$ cat config.mk
export PLATFORM = sky130hd
export DESIGN_NAME = pxc_accum_argmax_flat
export DESIGN_NICKNAME = d
export VERILOG_FILES = /design/src/rtl/bayes_pkg.sv /design/src/rtl/pxc_accum_argmax_if.sv /design/src/rtl/rd_align_pipe.sv /design/src/rtl/pxc_accum_argmax.sv /design/src/flat_wrapper.sv
export SDC_FILE = /design/constraint.sdc
export NUM_CORES = 1
export LEC_CHECK = 0
export CAP_MARGIN = 10
export CORE_ASPECT_RATIO = 2
export CORE_MARGIN = 1
export CORE_UTILIZATION = 35
export CTS_CLUSTER_DIAMETER = 30
export DETAILED_ROUTE_END_ITERATION = 6
export HOLD_SLACK_MARGIN = 0.15
export SLEW_MARGIN = 20
export SYNTH_ARGS = -nofsm -noshare
export SYNTH_HDL_FRONTEND = slang
export SYNTH_SLANG_ARGS = --single-unit
$ cat constraint.sdc
create_clock -name clk -period 5 [get_ports clk]
set_input_delay 0.75 -clock clk [delete_from_list [all_inputs] [get_ports clk]]
set_output_delay 0.75 -clock clk [all_outputs]
set_load 0.03 [all_outputs]
$ cat src/rtl/bayes_pkg.sv
// -----------------------------------------------------------------------------
// bayes_pkg
// Constants and types shared by the p(x|c) read-data path of the Bayes MNIST
// classifier: class/attribute counts, index widths and the FSM state type
// of the accumulate/argmax block.
// No ports (package).
// -----------------------------------------------------------------------------
package bayes_pkg;

   localparam int NUM_CLASS    = 10;
   localparam int NUM_ATTR     = 784;
   localparam int NUM_TERMS    = NUM_CLASS * NUM_ATTR;
   localparam int PXC_BASE_ONE = 7840;

   localparam int C_IDX_W = 4;
   localparam int A_IDX_W = 10;

   typedef enum logic [1:0] {
      ST_IDLE   = 2'd0,
      ST_ACCUM  = 2'd1,
      ST_ARGMAX = 2'd2,
      ST_DONE   = 2'd3
   } state_t;

endpackage

$ cat src/rtl/pxc_accum_argmax_if.sv
// -----------------------------------------------------------------------------
// pxc_accum_argmax_if
// p(x|c) table read interface: the read enable and indices issued by the
// address stage, plus the signed data word returned by the BRAM.
//   in_vld        read enable (ena_pxc)
//   in_c_idx      class index travelling with in_vld
//   in_attri_idx  attribute index travelling with in_vld
//   pxc_dout      signed BRAM data, RD_LAT cycles after in_vld
// master: address stage / BRAM side.  slave: accumulator side.
// -----------------------------------------------------------------------------
interface pxc_accum_argmax_if
   import bayes_pkg::*;
#(
   parameter int DW = 16
);

   logic                 in_vld;
   logic [C_IDX_W-1:0]   in_c_idx;
   logic [A_IDX_W-1:0]   in_attri_idx;
   logic signed [DW-1:0] pxc_dout;

   modport master (
      output in_vld,
      output in_c_idx,
      output in_attri_idx,
      output pxc_dout
   );

   modport slave (
      input in_vld,
      input in_c_idx,
      input in_attri_idx,
      input pxc_dout
   );

endinterface

$ cat src/rtl/rd_align_pipe.sv
// -----------------------------------------------------------------------------
// rd_align_pipe
// Delays the read valid and its class/attribute indices by RD_LAT cycles so
// they line up with the BRAM data word.
//   clk, rst       clock, synchronous active-high reset
//   flush          synchronous clear of the valid bits only
//   in_vld, in_c_idx, in_attri_idx   address-stage request
//   vld_out, c_out, a_out            request delayed by RD_LAT cycles
// -----------------------------------------------------------------------------
module rd_align_pipe
   import bayes_pkg::*;
#(
   parameter int RD_LAT = 1
) (
   input  logic               clk,
   input  logic               rst,
   input  logic               flush,
   input  logic               in_vld,
   input  logic [C_IDX_W-1:0] in_c_idx,
   input  logic [A_IDX_W-1:0] in_attri_idx,
   output logic               vld_out,
   output logic [C_IDX_W-1:0] c_out,
   output logic [A_IDX_W-1:0] a_out
);

   logic [RD_LAT-1:0]  vld_p;
   logic [C_IDX_W-1:0] c_p [RD_LAT];
   logic [A_IDX_W-1:0] a_p [RD_LAT];

   // stage p0..p(RD_LAT-1): valid is control and is cleared; indices are not
   always_ff @(posedge clk) begin
      if (rst || flush) begin
         vld_p <= '0;
      end else begin
         vld_p[0] <= in_vld;
         for (int i = 1; i < RD_LAT; i++) begin
            vld_p[i] <= vld_p[i-1];
         end
      end
   end

   always_ff @(posedge clk) begin
      c_p[0] <= in_c_idx;
      a_p[0] <= in_attri_idx;
      for (int i = 1; i < RD_LAT; i++) begin
         c_p[i] <= c_p[i-1];
         a_p[i] <= a_p[i-1];
      end
   end

   assign vld_out = vld_p[RD_LAT-1];
   assign c_out   = c_p[RD_LAT-1];
   assign a_out   = a_p[RD_LAT-1];

endmodule

$ cat src/rtl/pxc_accum_argmax.sv
// -----------------------------------------------------------------------------
// pxc_accum_argmax
// Accumulates signed log-likelihood terms p(x|c) per class over all
// attributes, then scans the class scores for the maximum (lowest index wins
// ties) and reports the winning digit.
//   clk, rst       clock, synchronous active-high reset
//   start          one-cycle pulse, clears scores and begins a classification
//   rd             p(x|c) read interface (slave): valid, indices, BRAM data
//   busy           high while accumulating or scanning
//   result_vld     one-cycle pulse when result_class/result_score update
//   result_class   winning class, held until replaced
//   result_score   winning accumulated score, held until replaced
// -----------------------------------------------------------------------------
module pxc_accum_argmax
   import bayes_pkg::*;
#(
   parameter int DW        = 16,
   parameter int ACC_W     = 26,
   parameter int RD_LAT    = 1,
   parameter int NUM_CLASS = bayes_pkg::NUM_CLASS,
   parameter int NUM_ATTR  = bayes_pkg::NUM_ATTR
) (
   input  logic                    clk,
   input  logic                    rst,
   input  logic                    start,
   pxc_accum_argmax_if.slave       rd,
   output logic                    busy,
   output logic                    result_vld,
   output logic [C_IDX_W-1:0]      result_class,
   output logic signed [ACC_W-1:0] result_score
);

   localparam int CNT_W = $clog2(NUM_CLASS * NUM_ATTR + 1);
   localparam logic [CNT_W-1:0]   TERM_LAST = CNT_W'(NUM_CLASS * NUM_ATTR - 1);
   localparam logic [C_IDX_W-1:0] C_LIM     = C_IDX_W'(NUM_CLASS);
   localparam logic [A_IDX_W-1:0] A_LIM     = A_IDX_W'(NUM_ATTR);

   function automatic logic signed [ACC_W-1:0] sext(input logic signed [DW-1:0] d);
      return ACC_W'(d);
   endfunction

   state_t state_q, state_d;

   logic                    al_vld;
   logic [C_IDX_W-1:0]      al_c;
   logic [A_IDX_W-1:0]      al_a;
   logic                    clr;
   logic                    acc_hit;
   logic [CNT_W-1:0]        term_cnt;
   logic [C_IDX_W-1:0]      scan_idx;
   logic signed [ACC_W-1:0] best;
   logic [C_IDX_W-1:0]      best_idx;
   logic signed [ACC_W-1:0] score_q [NUM_CLASS];

   // a start accepted from IDLE/DONE also drops anything still in flight
   assign clr = start && (state_q == ST_IDLE || state_q == ST_DONE);

   rd_align_pipe #(.RD_LAT(RD_LAT)) u_align (
      .clk          (clk),
      .rst          (rst),
      .flush        (clr),
      .in_vld       (rd.in_vld),
      .in_c_idx     (rd.in_c_idx),
      .in_attri_idx (rd.in_attri_idx),
      .vld_out      (al_vld),
      .c_out        (al_c),
      .a_out        (al_a)
   );

   assign acc_hit = (state_q == ST_ACCUM) && al_vld && (al_c < C_LIM) && (al_a < A_LIM);
   assign busy    = (state_q == ST_ACCUM) || (state_q == ST_ARGMAX);

   always_ff @(posedge clk) begin
      if (rst) state_q <= ST_IDLE;
      else     state_q <= state_d;
   end

   always_comb begin
      state_d = state_q;
      case (state_q)
         ST_IDLE, ST_DONE: if (start) state_d = ST_ACCUM;
         // leave on the edge that accumulates the final term
         ST_ACCUM:         if (acc_hit && term_cnt == TERM_LAST) state_d = ST_ARGMAX;
         ST_ARGMAX:        if (scan_idx == C_LIM) state_d = ST_DONE;
         default:          state_d = ST_IDLE;
      endcase
   end

   // accumulate stage: aligned data into per-class score
   always_ff @(posedge clk) begin
      if (rst) begin
         term_cnt <= '0;
         for (int i = 0; i < NUM_CLASS; i++) score_q[i] <= '0;
      end else if (clr) begin
         term_cnt <= '0;
         for (int i = 0; i < NUM_CLASS; i++) score_q[i] <= '0;
      end else if (acc_hit) begin
         term_cnt       <= term_cnt + 1'b1;
         score_q[al_c]  <= score_q[al_c] + sext(rd.pxc_dout);
      end
   end

   // argmax stage: scan_idx 0 loads, 1..NUM_CLASS-1 compare, NUM_CLASS reports
   always_ff @(posedge clk) begin
      if (rst) begin
         scan_idx     <= '0;
         best         <= '0;
         best_idx     <= '0;
         result_vld   <= 1'b0;
         result_class <= '0;
         result_score <= '0;
      end else begin
         result_vld <= 1'b0;
         if (state_q != ST_ARGMAX) begin
            scan_idx <= '0;
         end else begin
            scan_idx <= scan_idx + 1'b1;
            if (scan_idx == '0) begin
               best     <= score_q[0];
               best_idx <= '0;
            end else if (scan_idx < C_LIM) begin
               if (score_q[scan_idx] > best) begin
                  best     <= score_q[scan_idx];
                  best_idx <= scan_idx;
               end
            end else begin
               result_class <= best_idx;
               result_score <= best;
               result_vld   <= 1'b1;
            end
         end
      end
   end

endmodule

$ cat src/flat_wrapper.sv
// flat-port wrapper written by rule: the top's interface ports become plain ports
module pxc_accum_argmax_flat import bayes_pkg::*;
#(
   parameter int DW        = 16,
   parameter int ACC_W     = 26,
   parameter int RD_LAT    = 1,
   parameter int NUM_CLASS = bayes_pkg::NUM_CLASS,
   parameter int NUM_ATTR  = bayes_pkg::NUM_ATTR
)
  (clk, rst, start, busy, result_vld, result_class, result_score, rd_in_vld, rd_in_c_idx, rd_in_attri_idx, rd_pxc_dout);
  pxc_accum_argmax_if #(.DW(DW)) rd_i ();
  input  logic clk;
  input  logic rst;
  input  logic start;
  output logic busy;
  output logic result_vld;
  output logic [C_IDX_W-1:0] result_class;
  output logic signed [ACC_W-1:0] result_score;
  input wire logic [$bits(rd_i.in_vld)-1:0] rd_in_vld;
  input wire logic [$bits(rd_i.in_c_idx)-1:0] rd_in_c_idx;
  input wire logic [$bits(rd_i.in_attri_idx)-1:0] rd_in_attri_idx;
  input wire logic [$bits(rd_i.pxc_dout)-1:0] rd_pxc_dout;
  assign rd_i.in_vld = rd_in_vld;
  assign rd_i.in_c_idx = rd_in_c_idx;
  assign rd_i.in_attri_idx = rd_in_attri_idx;
  assign rd_i.pxc_dout = rd_pxc_dout;
  pxc_accum_argmax #(.DW(DW), .ACC_W(ACC_W), .RD_LAT(RD_LAT), .NUM_CLASS(NUM_CLASS), .NUM_ATTR(NUM_ATTR)) u_core (.clk(clk), .rst(rst), .start(start), .rd(rd_i), .busy(busy), .result_vld(result_vld), .result_class(result_class), .result_score(result_score));
endmodule
==> results of run 1 <==
==> critical path, stage by stage (launching register included) <==
cell	delay, ps
dfxtp_4	680
buf_12	320
mux4_2	550
mux2i_1	290
mux2i_1	170
ha_1	340
a21o_1	160
a21o_1	170
a21oi_1	420
buf_4	210
o31ai_1	60
a311oi_1	330
mux2_2	410
and2_1	170
buf_12	180
o2bb2ai_1	140
==> metal layers <==
metal  global-route usage [%]  routed length, µm  up-vias
met5                        0                 10        -
met4                     12.5               4550        2
met3                     3.14               4280      234
met2                     38.9              41000      666
met1                     20.7              25100     8566
li1                         -                  -     7404
==> registers in the layout, indices dropped and copies added (netlist names), 4 cells and up <==
name,cells
u_core.best,26
u_core.scan_idx,4
u_core.best_idx,4
u_core.result_class,4
u_core.u_align.c_p,4
u_core.term_cnt,13
u_core.u_align.a_p,6
u_core.result_score,26
u_core.score_q,416
==> cell usage after synthesis (5+ instances only) <==
library cell,n
a21oi_1,95
buf_2,10
nor2_1,288
a31oi_1,5
nand3_1,21
xnor2_1,16
buf_1,22
xor2_1,18
nor2b_1,9
dfxtp_1,91
a21o_1,23
ha_1,57
edfxtp_1,416
nand2_1,113
mux2i_1,76
nor3_1,7
nand2b_1,7
inv_1,66
o22ai_1,27
mux4_2,234
o2bb2ai_1,26
clkbuf_1,107
o21ai_0,21
nand4_1,13
==> logic make-up after synthesis <==
group                    count (synthesis)  share of synthesized area (%)
flip-flops                             507                           55.8
multiplexers                           312                           23.6
XOR/XNOR                                35                           1.22
other                                    1                         0.0146
buffers and inverters                  208                           3.11
AND/OR/NAND/NOR                        484                           7.87
AO/OA/AOI/OAI                          223                           5.50
adder cells (fa/ha/maj)                 58                           2.86
==> metrics by stage <==
step	utilization, %	setup slack [ps]	instance area [µm²]	power, W
4_1_cts	42.8	96.6	31100	0.0172
6_report	42.9	202	31200	0.0171
2_1_floorplan	-	154	26200	0.00974
5_1_grt	42.9	34.6	31200	0.0178
3_3_place_gp	39.2	151	28500	0.0114
3_5_place_dp	39.2	163	28500	0.0117
==> worst min path at each step <==
stage,from,end,slack [ps],cells past startpoint
5_1_grt,rst,u_core.state_q[1]$_SDFFE_PP0P_,430,2
3_3_place_gp,u_core.result_score[8]$_SDFFE_PP0P_,u_core.result_score[8]$_SDFFE_PP0P_,450,2
6_report,rst,u_core.state_q[0]$_SDFFE_PP0P_,430,2
4_1_cts,rst,u_core.state_q[0]$_SDFFE_PP0P_,400,2
3_5_place_dp,u_core.result_score[12]$_SDFFE_PP0P_,u_core.result_score[12]$_SDFFE_PP0P_,450,2
2_1_floorplan,u_core.best_idx[0]$_SDFFE_PP0P_,u_core.result_class[0]$_SDFFE_PP0P_,430,2
==> layout make-up <==
type	instances	area [µm²]	share of cell area, %
clock buffers	83	1970	6.32
clock inverters	59	652	2.09
inverters	68	255	0.819
multi-input cells	1268	11100	35.7
flip-flops and latches	507	14300	46.0
well taps	923	1150	3.70
repair buffers	165	1670	5.37
==> cells in the final DEF (no fill, tap or decap), types with 26 or more instances in the layout <==
master,netlist,layout
dfxtp_1,91,83
nand2_1,113,113
mux4_2,234,234
ha_1,57,57
nor2_1,288,287
o22ai_1,27,27
mux2i_1,76,76
inv_1,66,66
o2bb2ai_1,26,26
buf_4,1,81
clkbuf_16,0,78
conb_1,1,156
edfxtp_1,416,416
clkdlybuf4s50_1,0,60
a21oi_1,95,95
==> report_power, final <==
| group | leakage, nW | switching (W) | internal (W) | total, W |
|---|---|---|---|---|
| logic | 4.94 | 0.00277 | 0.00210 | 0.00487 |
| clock network | 1.27 | 0.00221 | 0.00323 | 0.00544 |
| registers | 5.08 | 0.000622 | 0.00613 | 0.00675 |
==> repair_timing <==
action | in CTS | in global routing
setup buffers | 0 | 6
endpoints found under the setup margin | 0 | 26
gates resized for setup | 0 | 0
==> impl_metrics.csv, run 1 <==
group,metric,value,unit
outcome,status,"finished, violations left",
outcome,violations,"DRC",
clock_network,htree_levels,3,
setup_path,r2r_start,"u_core.scan_idx[0]$_SDFF_PP0_",
timing,relSlewSlack,34.4,%
route,viasPerCell,5.49,
clock_network,postCtsHoldBufs,0,
final_layout,final_nets,2178,
global_routing,antenna_found_initial,1,
timing,tightest_slew,976,ps
timing,holdWs,434,ps
final_layout,fillers,6445,
logic_synthesis,yosysSeqAreaShare,55.8,%
logic_synthesis,synth_top_cell_by_area,"edfxtp_1",
floorplanning,rows,140,
logic_synthesis,netlist_top_cells_area,"edfxtp_1 (49%), mux4_2 (21%), dfxtp_1 (7.1%)",
setup_path,crit_required,5520,ps
timing,tns,0,ps
logic_synthesis,yosys.cell_types.count,60,
logic_synthesis,yosysWarnings,0,
timing,grt_setup_unrepaired,"no",
route,antenna_left,0,
floorplanning,die-height,385,µm
logic_synthesis,synth_edf_count,416,
setup_path,critical_path_class,"flip-flop to flip-flop",
floorplanning,coreArea,72700,µm²
clock_network,clk_pin_slew,60,ps
timing,finalSetupViolations,0,
route,drtIter0Drc,1347,
final_layout,final_cells,3073,
global_routing,grt_max_degree,57,
logic_synthesis,yosys.area.top_type_share,48.7,%
place,portBuffers,61,
route,vias,16900,
setup_path,crit_arrival,5310,ps
timing,drv_slew,0,
clock_network,cts_buffer_depth,3,
setup_path,reg2reg_to,"u_core.best[12]$_SDFFE_PP0P_",
logic_synthesis,avgSynthCellArea,14.0,µm²
setup_path,reg2reg_slack,200,ps
route,wl,74900,µm
global_routing,grt_pass1_vias,18100,
setup_path,critPathLaunchType,"flip-flop",
floorplanning,start_util,35.3,%
setup_path,critPathMaxFanout,26,
timing,fin_crit_sh,96.0,%
floorplanning,ios,66,
clock_network,cts_buffers,76,
route,drcViolationCount,7,
final_layout,area_growth,21.6,%
pwr,powerDensity,547,nW/µm²
setup_path,crit_path_start,"u_core.scan_idx[0]$_SDFF_PP0_",
setup_path,crit_end,"u_core.best[12]$_SDFFE_PP0P_",
route,dr.pass1.iters,7,
setup_path,critPathCaptureType,"flip-flop",
route,wl_per_cell,24.4,µm
place,dp.cells,2925,
run,max_cap_viol_count,0,
global_routing,grt_pass1_wl,111000,µm
logic_synthesis,synth.cell_area,25600,µm²
place,hpwl,49600,µm
logic_synthesis,synth_flop_cell,"edfxtp_1",
timing,period_needed,4800,ps
final_layout,diodes,0,
timing,hold_viol,0,
pwr,peakVddDrop,0.269,mV
hold_path,hold_path_class,"input port to flip-flop",
global_routing,track_usage,20.4,%
floorplanning,die_area,74400,µm²
timing,clock.fmax,208,MHz
logic_synthesis,syn_inst,1828,
timing,fin_worst_skew,34.8,ps
pwr,leakage,11.3,nW
clock_network,clock-root-buffer,"clkbuf_16",
final_layout,drive_gt1_share,22.9,%
floorplanning,die_w,193,µm
place,gp_congestion,0.881,
clock_network,clk_latency,650,ps
logic_synthesis,async_flop_share,0,%
logic_synthesis,ys_ff_latch,507,
setup_path,reg2regPathDepth,15,
global_routing,grt-ovfl-total,0,
clock_network,clkSinkCount,507,
clock_network,tritoncts,"built",
Power figures use the tool's default switching activity.
==> inputs of run 2 (changes only) <==
Settings changed: SKIP_LAST_GASP from default to 1.
==> results of run 2 <==
The final DEF is identical to that of run 1; final timing and power are the same.
